`config.mk`:
```
export PLATFORM = sky130hd
export DESIGN_NAME = ps2_key_sequencer
export DESIGN_NICKNAME = d
export VERILOG_FILES = /design/src/rtl/ps2_key_sequencer.sv
export SDC_FILE = /design/constraint.sdc
export NUM_CORES = 1
export LEC_CHECK = 0
export CAP_MARGIN = 25
export CELL_PAD_IN_SITES_DETAIL_PLACEMENT = 1
export CELL_PAD_IN_SITES_GLOBAL_PLACEMENT = 1
export CORE_MARGIN = 1
export CORE_UTILIZATION = 40
export CTS_CLUSTER_SIZE = 24
export DETAILED_ROUTE_END_ITERATION = 16
export PLACE_DENSITY_LB_ADDON = 0.05
export RECOVER_POWER = 50
export SETUP_SLACK_MARGIN = 0.15
export SLEW_MARGIN = 20
export SYNTH_ARGS = -nofsm -noshare
export SYNTH_HDL_FRONTEND = slang
export SYNTH_SLANG_ARGS = --single-unit
export TNS_END_PERCENT = 1
```
`constraint.sdc`:
```
create_clock -name CLOCK_50 -period 2.11 [get_ports CLOCK_50]
set_input_delay 0.422 -clock CLOCK_50 [delete_from_list [all_inputs] [get_ports CLOCK_50]]
set_output_delay 0.422 -clock CLOCK_50 [all_outputs]
set_load 0.1 [all_outputs]
```
`src/rtl/ps2_key_sequencer.sv`:
```
`default_nettype none
// ============================================================================
// Module   : ps2_key_sequencer
// Purpose  : Sits between a PS/2 interface controller and user key logic.
//            - Decodes the received byte stream into make/break key events,
//              understanding the 0xE0 (extended) and 0xF0 (break) prefixes.
//            - Runs the host-to-keyboard "Set LEDs" sequence (0xED, mask),
//              checking each byte for ACK (0xFA), resending on 0xFE up to
//              MAX_RETRY times and aborting after ACK_TIMEOUT cycles.
// Ports    : CLOCK_50, reset_n (sync, active-low)
//            received_data/_en      : byte stream from the controller
//            command_was_sent       : controller finished sending the_command
//            error_communication_timed_out : controller transmit failure
//            led_req/led_mask       : request to program {caps,num,scroll}
//            the_command/send_command : command port to the controller
//            key_valid/key_code/key_extended/key_released : key events
//            led_busy/led_error     : LED sequence status
// Revision : 1.0 - initial release
// ============================================================================
module ps2_key_sequencer #(
    parameter int ACK_TIMEOUT = 2_500_000,
    parameter int MAX_RETRY   = 3
) (
    input  logic       CLOCK_50,
    input  logic       reset_n,
    input  logic [7:0] received_data,
    input  logic       received_data_en,
    input  logic       command_was_sent,
    input  logic       error_communication_timed_out,
    input  logic       led_req,
    input  logic [2:0] led_mask,
    output logic [7:0] the_command,
    output logic       send_command,
    output logic       key_valid,
    output logic [7:0] key_code,
    output logic       key_extended,
    output logic       key_released,
    output logic       led_busy,
    output logic       led_error
);

    localparam logic [21:0] C_TIMEOUT   = 22'(ACK_TIMEOUT);
    localparam logic [3:0]  C_MAX_RETRY = 4'(MAX_RETRY);

    localparam logic [7:0] C_B_E0 = 8'hE0;
    localparam logic [7:0] C_B_F0 = 8'hF0;
    localparam logic [7:0] C_B_ED = 8'hED;
    localparam logic [7:0] C_B_FA = 8'hFA;
    localparam logic [7:0] C_B_FE = 8'hFE;

    // Decoder states
    localparam logic [1:0] D_IDLE = 2'd0;
    localparam logic [1:0] D_E0   = 2'd1;
    localparam logic [1:0] D_F0   = 2'd2;
    localparam logic [1:0] D_E0F0 = 2'd3;

    // Command states
    localparam logic [2:0] C_IDLE  = 3'd0;
    localparam logic [2:0] C_SEND1 = 3'd1;
    localparam logic [2:0] C_ACK1  = 3'd2;
    localparam logic [2:0] C_SEND2 = 3'd3;
    localparam logic [2:0] C_ACK2  = 3'd4;

    logic [1:0]  dec_state_q, dec_state_d;
    logic [2:0]  cmd_state_q, cmd_state_d;
    logic [7:0]  the_command_q, the_command_d;
    logic        send_command_q, send_command_d;
    logic        key_valid_q;
    logic [7:0]  key_code_q;
    logic        key_extended_q, key_released_q;
    logic        led_error_q;
    logic [2:0]  mask_q;
    logic [3:0]  retry_q;
    logic [21:0] timer_q;

    logic w_in_ack, w_in_send, w_cmd_byte, w_dec_byte, w_non_key;
    logic w_is_e0, w_is_f0;
    logic w_emit, w_emit_ext, w_emit_rel;
    logic w_accept, w_abort, w_ack_ok, w_resend, w_sent;

    // ------------------------------------------------------------------
    // Byte routing: ACK/RESEND bytes belong to the command FSM only while
    // it is waiting for a response; everything else feeds the decoder.
    // ------------------------------------------------------------------
    assign w_in_ack   = (cmd_state_q == C_ACK1) || (cmd_state_q == C_ACK2);
    assign w_in_send  = (cmd_state_q == C_SEND1) || (cmd_state_q == C_SEND2);
    assign w_cmd_byte = received_data_en && w_in_ack &&
                        ((received_data == C_B_FA) || (received_data == C_B_FE));
    assign w_dec_byte = received_data_en && !w_cmd_byte;

    assign w_is_e0   = (received_data == C_B_E0);
    assign w_is_f0   = (received_data == C_B_F0);
    assign w_non_key = (received_data == 8'hFA) || (received_data == 8'hFE) ||
                       (received_data == 8'hAA) || (received_data == 8'hEE) ||
                       (received_data == 8'h00) || (received_data == 8'hFF);

    // ------------------------------------------------------------------
    // Decoder FSM
    // ------------------------------------------------------------------
    always_ff @(posedge CLOCK_50) begin
        if (!reset_n) begin
            dec_state_q <= D_IDLE;
        end else begin
            dec_state_q <= dec_state_d;
        end
    end

    always_comb begin
        dec_state_d = dec_state_q;
        if (w_dec_byte) begin
            if (w_non_key) begin
                dec_state_d = D_IDLE;
            end else begin
                case (dec_state_q)
                    D_IDLE: begin
                        if (w_is_e0)      dec_state_d = D_E0;
                        else if (w_is_f0) dec_state_d = D_F0;
                    end
                    D_E0: begin
                        if (w_is_f0)      dec_state_d = D_E0F0;
                        else if (!w_is_e0) dec_state_d = D_IDLE;
                    end
                    default: dec_state_d = D_IDLE;
                endcase
            end
        end
    end

    always_comb begin
        w_emit     = 1'b0;
        w_emit_ext = 1'b0;
        w_emit_rel = 1'b0;
        if (w_dec_byte && !w_non_key && !w_is_e0 && !w_is_f0) begin
            w_emit     = 1'b1;
            w_emit_ext = (dec_state_q == D_E0) || (dec_state_q == D_E0F0);
            w_emit_rel = (dec_state_q == D_F0) || (dec_state_q == D_E0F0);
        end
    end

    always_ff @(posedge CLOCK_50) begin
        if (!reset_n) begin
            key_valid_q    <= 1'b0;
            key_code_q     <= 8'h00;
            key_extended_q <= 1'b0;
            key_released_q <= 1'b0;
        end else begin
            key_valid_q <= w_emit;
            if (w_emit) begin
                key_code_q     <= received_data;
                key_extended_q <= w_emit_ext;
                key_released_q <= w_emit_rel;
            end
        end
    end

    // ------------------------------------------------------------------
    // Command FSM
    // ------------------------------------------------------------------
    always_ff @(posedge CLOCK_50) begin
        if (!reset_n) begin
            cmd_state_q <= C_IDLE;
        end else begin
            cmd_state_q <= cmd_state_d;
        end
    end

    always_comb begin
        cmd_state_d = cmd_state_q;
        w_accept    = 1'b0;
        w_abort     = 1'b0;
        w_ack_ok    = 1'b0;
        w_resend    = 1'b0;
        w_sent      = 1'b0;
        case (cmd_state_q)
            C_IDLE: begin
                if (led_req) begin
                    w_accept    = 1'b1;
                    cmd_state_d = C_SEND1;
                end
            end
            C_SEND1, C_SEND2: begin
                if (error_communication_timed_out) begin
                    w_abort     = 1'b1;
                    cmd_state_d = C_IDLE;
                end else if (command_was_sent) begin
                    w_sent      = 1'b1;
                    cmd_state_d = (cmd_state_q == C_SEND1) ? C_ACK1 : C_ACK2;
                end
            end
            C_ACK1, C_ACK2: begin
                if (w_cmd_byte && (received_data == C_B_FA)) begin
                    w_ack_ok    = 1'b1;
                    cmd_state_d = (cmd_state_q == C_ACK1) ? C_SEND2 : C_IDLE;
                end else if (w_cmd_byte) begin
                    if (retry_q == C_MAX_RETRY) begin
                        w_abort     = 1'b1;
                        cmd_state_d = C_IDLE;
                    end else begin
                        w_resend    = 1'b1;
                        cmd_state_d = (cmd_state_q == C_ACK1) ? C_SEND1 : C_SEND2;
                    end
                end else if (timer_q <= 22'd1) begin
                    // Counter reaches zero on this edge: ACK_TIMEOUT
                    // cycles have elapsed since command_was_sent.
                    w_abort     = 1'b1;
                    cmd_state_d = C_IDLE;
                end
            end
            default: cmd_state_d = C_IDLE;
        endcase
    end

    always_comb begin
        // Drop the request on the same edge the controller reports an
        // outcome, so it is never seen high in an ACK or IDLE state.
        send_command_d = w_in_send && !command_was_sent && !error_communication_timed_out;
        the_command_d  = the_command_q;
        if (w_accept) begin
            the_command_d = C_B_ED;
        end else if (w_ack_ok && (cmd_state_q == C_ACK1)) begin
            the_command_d = {5'b0, mask_q};
        end
    end

    always_ff @(posedge CLOCK_50) begin
        if (!reset_n) begin
            send_command_q <= 1'b0;
            the_command_q  <= 8'h00;
            led_error_q    <= 1'b0;
            mask_q         <= 3'b000;
            retry_q        <= 4'd0;
            timer_q        <= 22'd0;
        end else begin
            send_command_q <= send_command_d;
            the_command_q  <= the_command_d;
            if (w_accept) begin
                mask_q      <= led_mask;
                led_error_q <= 1'b0;
            end else if (w_abort) begin
                led_error_q <= 1'b1;
            end
            if (w_accept || w_ack_ok) begin
                retry_q <= 4'd0;
            end else if (w_resend) begin
                retry_q <= retry_q + 4'd1;
            end
            if (w_sent) begin
                timer_q <= C_TIMEOUT;
            end else if (w_in_ack) begin
                timer_q <= timer_q - 22'd1;
            end
        end
    end

    assign the_command  = the_command_q;
    assign send_command = send_command_q;
    assign key_valid    = key_valid_q;
    assign key_code     = key_code_q;
    assign key_extended = key_extended_q;
    assign key_released = key_released_q;
    assign led_busy     = (cmd_state_q != C_IDLE);
    assign led_error    = led_error_q;

endmodule
`default_nettype wire
```
# After elaboration in Yosys (flattened, before gate mapping)
# Index checks and enable logic that the tools add are counted.
totals:
  out_inout_bits: 22
  elab_cells: 118
  in_bits: 17
  regBits: 54
classes:
  muxes: 41
  bitwise_logic: 1
  n_lt_le_gt_ge: 1
  reduce_logical: 39
  n_eq_ne: 20
  add_sub_neg: 2
op_table:
  columns: ["cell", "n"]
  rows:
  - ["8-bit equality test, second input constant", 7]
  - ["22-bit two-way mux", 2]
  - ["22-bit by 1-bit <= comparator with 1-bit output, second input constant", 1]
  - ["22-bit by 1-bit subtractor with 22-bit output, second input constant", 1]
  - ["3-bit two-way mux", 7]
  - ["1-bit two-way mux", 19]
  - ["2-bit two-way mux", 8]
  - ["8-bit two-way mux", 2]
  - ["4-bit != test, second input constant", 3]
  - ["1-bit logical AND", 10]
  - ["1-bit logical OR", 10]
  - ["2-bit OR reduction", 5]
  - ["3-bit one-hot mux with 3 select lines", 1]
  - ["8-bit logical NOT", 1]
  - ["3-bit by 2-bit equality test with 1-bit output, second input constant", 2]
  - ["1-bit logical NOT", 6]
  - ["3-bit AND reduction", 2]
  - ["4-bit by 1-bit adder with 4-bit output, second input constant", 1]
  - ["2-bit equality test, second input constant", 2]
  - ["4-bit by 2-bit equality test with 1-bit output, second input constant", 1]
  - ["2-bit one-hot mux with 2 select lines", 1]
  - ["2-bit nonzero test", 2]
  - ["3-bit by 1-bit equality test with 1-bit output, second input constant", 1]
  - ["3-bit equality test, second input constant", 1]
  - ["other kinds (8)", 8]

# Depth between registers and ports, before layout
depth:
  word_depth: 11
  ltp_mapped: 7

# Worst setup path before layout
# No wires, ideal clock.
synth_path:
  path_kind: "in2reg"
  startpoint: "input received_data[2]"
  endpoint: "register key_code_q[0] (netlist: key_code[0])"
  t_arrival_ps: 1909
  cell_stages: 6
  path_slack_ps: 129
  path_cell_list: "clkbuf_1 > maj3_1 > a31o_2 > a211oi_1 > buf_4 > mux2i_1"
synth_between:
  elab_chain_len: 11
synth_rtl:
  columns: ["item", "line_no", "rtl"]
  rows:
  - ["from (decl)", "26", "input logic [7:0] received_data,"]
  - ["8-bit equality test", "88, 93", null]
  - ["1-bit logical OR", "88, 93", null]
  - ["1-bit logical OR", "93", "assign w_non_key = (received_data == 8'hFA) || (received_data == 8'hFE) ||"]
  - ["1-bit logical OR (2 in a row)", "94", "(received_data == 8'hAA) || (received_data == 8'hEE) ||"]
  - ["1-bit logical OR", "95", "(received_data == 8'h00) || (received_data == 8'hFF);"]
  - ["1-bit logical NOT", "133", "if (w_dec_byte && !w_non_key && !w_is_e0 && !w_is_f0) begin"]
  - ["1-bit logical AND (2 in a row)", "133", null]
  - ["1-bit logical AND (*)", "133", null]
  - ["1-bit two-way mux (*)", "133", null]
  - ["to (signal assigned)", "149", "key_code_q <= received_data;"]
  - ["to (decl)", "69", "logic [7:0] key_code_q;"]
# Mark *: on every way between the ends. The rest lies on a longest branch, timed or not.
# A chain may end at the register's enable or synchronous reset.

# Worst setup path in the final report
layout_path:
  startpoint: "input received_data[0]"
  endpoint: "register key_code_q[5] (netlist: key_code[5])"
# Same word-level chain as after synthesis.

==> results.py <==
metrics = {
    "detailed_routing": {
        "vias": 2181,
        "first_pass_iters": 4,
        "drt_iter0_markers": 95,
        "drt_wl_total_mm": 6.17,
        "drcViolationCount": 0,
        "wire_per_inst_microns": 14.6,
        "vias_per_cell": 5.14,
        "ant_nets": 0,
    },
    "sta": {
        "max_freq_ghz": 0.510,
        "slew-limit-headroom_pct": 62.9,
        "finalCriticalPeriod_ns": 1.96,
        "skew_ns": 0.00591,
        "slew_viol_final": 0,
        "timing.hold.ws_ns": 0.462,
        "fin_crit_sh_pct": 93.0,
        "hold_violations": 0,
        "tightest_slew_ns": 0.559,
        "setup_viol": 0,
        "worst_slack_ns": 0.148,
        "rsz0062_at_grt": "true",
    },
    "yosys": {
        "synth_compound_area_share_pct": 10.3,
        "synth_most_common_cell": "dfxtp_1",
        "netlist_instances": 285,
        "async_reset_ff_share_pct": 0,
        "synthMuxAreaShare_pct": 5.27,
        "synthesis.area_sq_um": 2470,
        "yosysSeqAreaShare_pct": 41.3,
        "ys_ff_latch": 51,
        "synth_edf_count": 0,
        "synth_top_cell_by_area": "dfxtp_1",
        "synth_xor_area_share_pct": 8.51,
        "yosys.area_share.simple_pct": 27.6,
        "synth_ff_type": "dfxtp_1",
        "synth_commonest_cells": "dfxtp_1 (51), nand2_1 (44), nor2_1 (26), xnor2_1 (20), mux2i_1 (13)",
        "synth_nets": 305,
        "synth_area_leaders": "dfxtp_1 (41%), xnor2_1 (7.1%), nand2_1 (6.7%)",
        "avgSynthCellArea_sq_um": 8.67,
        "yosys_warnings": 0,
        "yosys.cell_types.count": 51,
        "synth_top_family_by_area": "simple AND/OR/NAND/NOR gates",
        "synthAdderAreaFrac_pct": 1.92,
        "synth_top_area_share_pct": 41.3,
    },
    "clock_tree": {
        "post-cts-setup-buffers": 0,
        "worstSkewPairLatency_ns": 0.30,
        "cts_sinks": 51,
        "cts_root_buf": "clkbuf_8",
        "cts_tree": "built",
        "cts_max_level": 2,
        "clock_path_buffers": 2,
        "cts_buffers": 5,
        "cts.clk_slew.worst_paths_ns": 0.09,
    },
    "layout": {
        "insertedDiodeCount": 0,
        "final_util_pct": 52.9,
        "fillers": 740,
        "area_growth_pct": 27.6,
        "drive_gt1_share_pct": 21.8,
        "instances_no_fill": 424,
        "nets": 368,
    },
    "place": {
        "dp.cells": 416,
        "dp_slack_ns": -0.232,
        "gp_congestion": 0.785,
        "detailed_place_hpwl_mm": 4.72,
        "io_buffers": 37,
    },
    "run_status": {
        "outcome": "finished, final reports clean",
    },
    "setup_path": {
        "worstPathCellList": "clkdlybuf4s50_1 -> inv_1 -> maj3_1 -> a31o_2 -> a211oi_2 -> buf_6 -> mux2i_1",
        "crit_path_start": "received_data[0]",
        "cp-end-kind": "flop",
        "r2r-start": "timer_q[1]$_SDFFE_PP0P_",
        "required_ns": 2.34,
        "slowest_delay_ns": 0.50,
        "critPathBufInv": 3,
        "critPathKind": "input pin to flop",
        "critPathLaunchType": "input pin",
        "cp_top_family": "buffers and inverters",
        "crit_arrival_ns": 2.19,
        "crit_fanout": 8,
        "crit_slowest_cell": "clkdlybuf4s50_1",
    },
    "grt": {
        "grt_pass1_wl_mm": 10.3,
        "grt_pass1_vias": 2217,
        "overflow": 0,
        "antenna_found_initial": 0,
        "grt_use_total_pct": 20.5,
        "grt_max_degree": 19,
    },
    "pwr": {
        "pwr-share-clk_pct": 28.4,
        "pwr-share-comb_pct": 28.6,
        "p_per_area_nw_per_um2": 790,
        "p_seq_share_pct": 43.0,
        "switching_share_pct": 34.1,
        "netSwitchingPower_mw": 0.850,
        "vdd_drop_max_v": 0.000422,
        "intPower_mw": 1.64,
        "leakage_nw": 1.30,
    },
    "flow_run": {
        "drv_cap": 0,
    },
    "floorplanning": {
        "fp.dieArea_sq_um": 6500,
        "coreArea_sq_um": 5960,
        "die_width_microns": 80.6,
        "placementRows": 28,
        "ios": 39,
        "start_util_pct": 41.5,
        "die_y_microns": 80.6,
    },
    "hold_path": {
        "min_from": "the_command[1]$_SDFFE_PP0P_",
        "hp-class": "flop to flop",
    },
}
## layout make-up
| cell class | instances | area, sq um | area share (%) |
|---|---|---|---|
| clock buffer | 6 | 82.6 | 2.62 |
| clock inverter | 2 | 35.0 | 1.11 |
| inverter | 6 | 22.5 | 0.714 |
| multi-input combinational | 210 | 1350 | 42.7 |
| sequential | 51 | 1020 | 32.4 |
| tap | 75 | 93.8 | 2.98 |
| timing repair buffer | 74 | 552 | 17.5 |
## worst reg2reg max path, stage by stage, from the launching register on
cell	delay, ns
dfxtp_1	0.34
or3_1	0.36
or4_1	0.44
buf_4	0.20
nor3_1	0.26
xnor2_1	0.16
a21boi_1	0.09
## through the flow
stage	TNS (ns)	cell area [sq um]	power (mW)
final	0	3150	2.49
after floorplan	0	2480	1.60
after global routing	0	3150	2.61
after global placement	-1.65	3080	1.82
after CTS	0	3210	2.55
after detailed placement	-2.90	3080	1.83
## power groups by stage
stage / sequential, mW / clock (mW) / combinational [mW]
floorplan: 1.22 / 0 / 0.385
global route: 1.08 / 0.765 / 0.769
CTS: 1.07 / 0.741 / 0.740
global placement: 1.09 / 0 / 0.727
finish: 1.07 / 0.707 / 0.713
detailed placement: 1.09 / 0 / 0.735
## cells by family (layout without fill, tap and decap cells)
logic type               count (synthesis)  in the layout
AND/OR/NAND/NOR                        131            131
flip-flops                              51             51
AO/OA/AOI/OAI                           37             37
XOR/XNOR                                24             24
buffers and inverters                   24             88
multiplexers                            13             13
adder cells (fa/ha/maj)                  4              4
other                                    1              1
## cell usage in the layout, fill, tap and decap left out, drive strengths merged, types with 8 or more instances in the layout
cell type      netlist  final
buf                 10     35
clkdlybuf4s50        0     15
mux2i               13     13
nand2               44     44
nor3                13     13
a21oi                8      8
nor2                26     26
clkbuf               8     29
dfxtp               51     51
a21boi              11     11
xnor2               20     20
nor4                 9      9
## per-layer routing
layer  GRT usage (%)  wire length [microns]
met2            36.7                   2980
met4            3.57                     27
met1            24.8                   2940
met5               0                      0
met3            5.11                    228
## registers in the layout, indices dropped and copies added (netlist names)
register      cells
dec_state_q       2
mask_q            3
timer_q          22
retry_q           4
led_error         1
key_released      1
key_extended      1
send_command      1
key_code          8
key_valid         1
the_command       4
cmd_state_q       3
## path summary, 6_finish.rpt
| path | slack, ns | cells after the start | endpoint |
|---|---|---|---|
| worst max-delay path | 0.15 | 7 | key_code[5]$_SDFFE_PN0P_ |
| worst min-delay path | 0.46 | 2 | the_command[1]$_SDFFE_PP0P_ |
| worst max register to register | 0.15 | 6 | timer_q[21]$_SDFFE_PN0P_ |
| worst min register to register | 0.46 | 2 | the_command[1]$_SDFFE_PP0P_ |
## timing repair
action	4_1_cts	5_1_grt
hold buffers	0	0
endpoints found under the setup margin	9	27
pin swaps	0	1
resized for setup	2	1
Note: power is estimated with default switching activity, not from simulation.
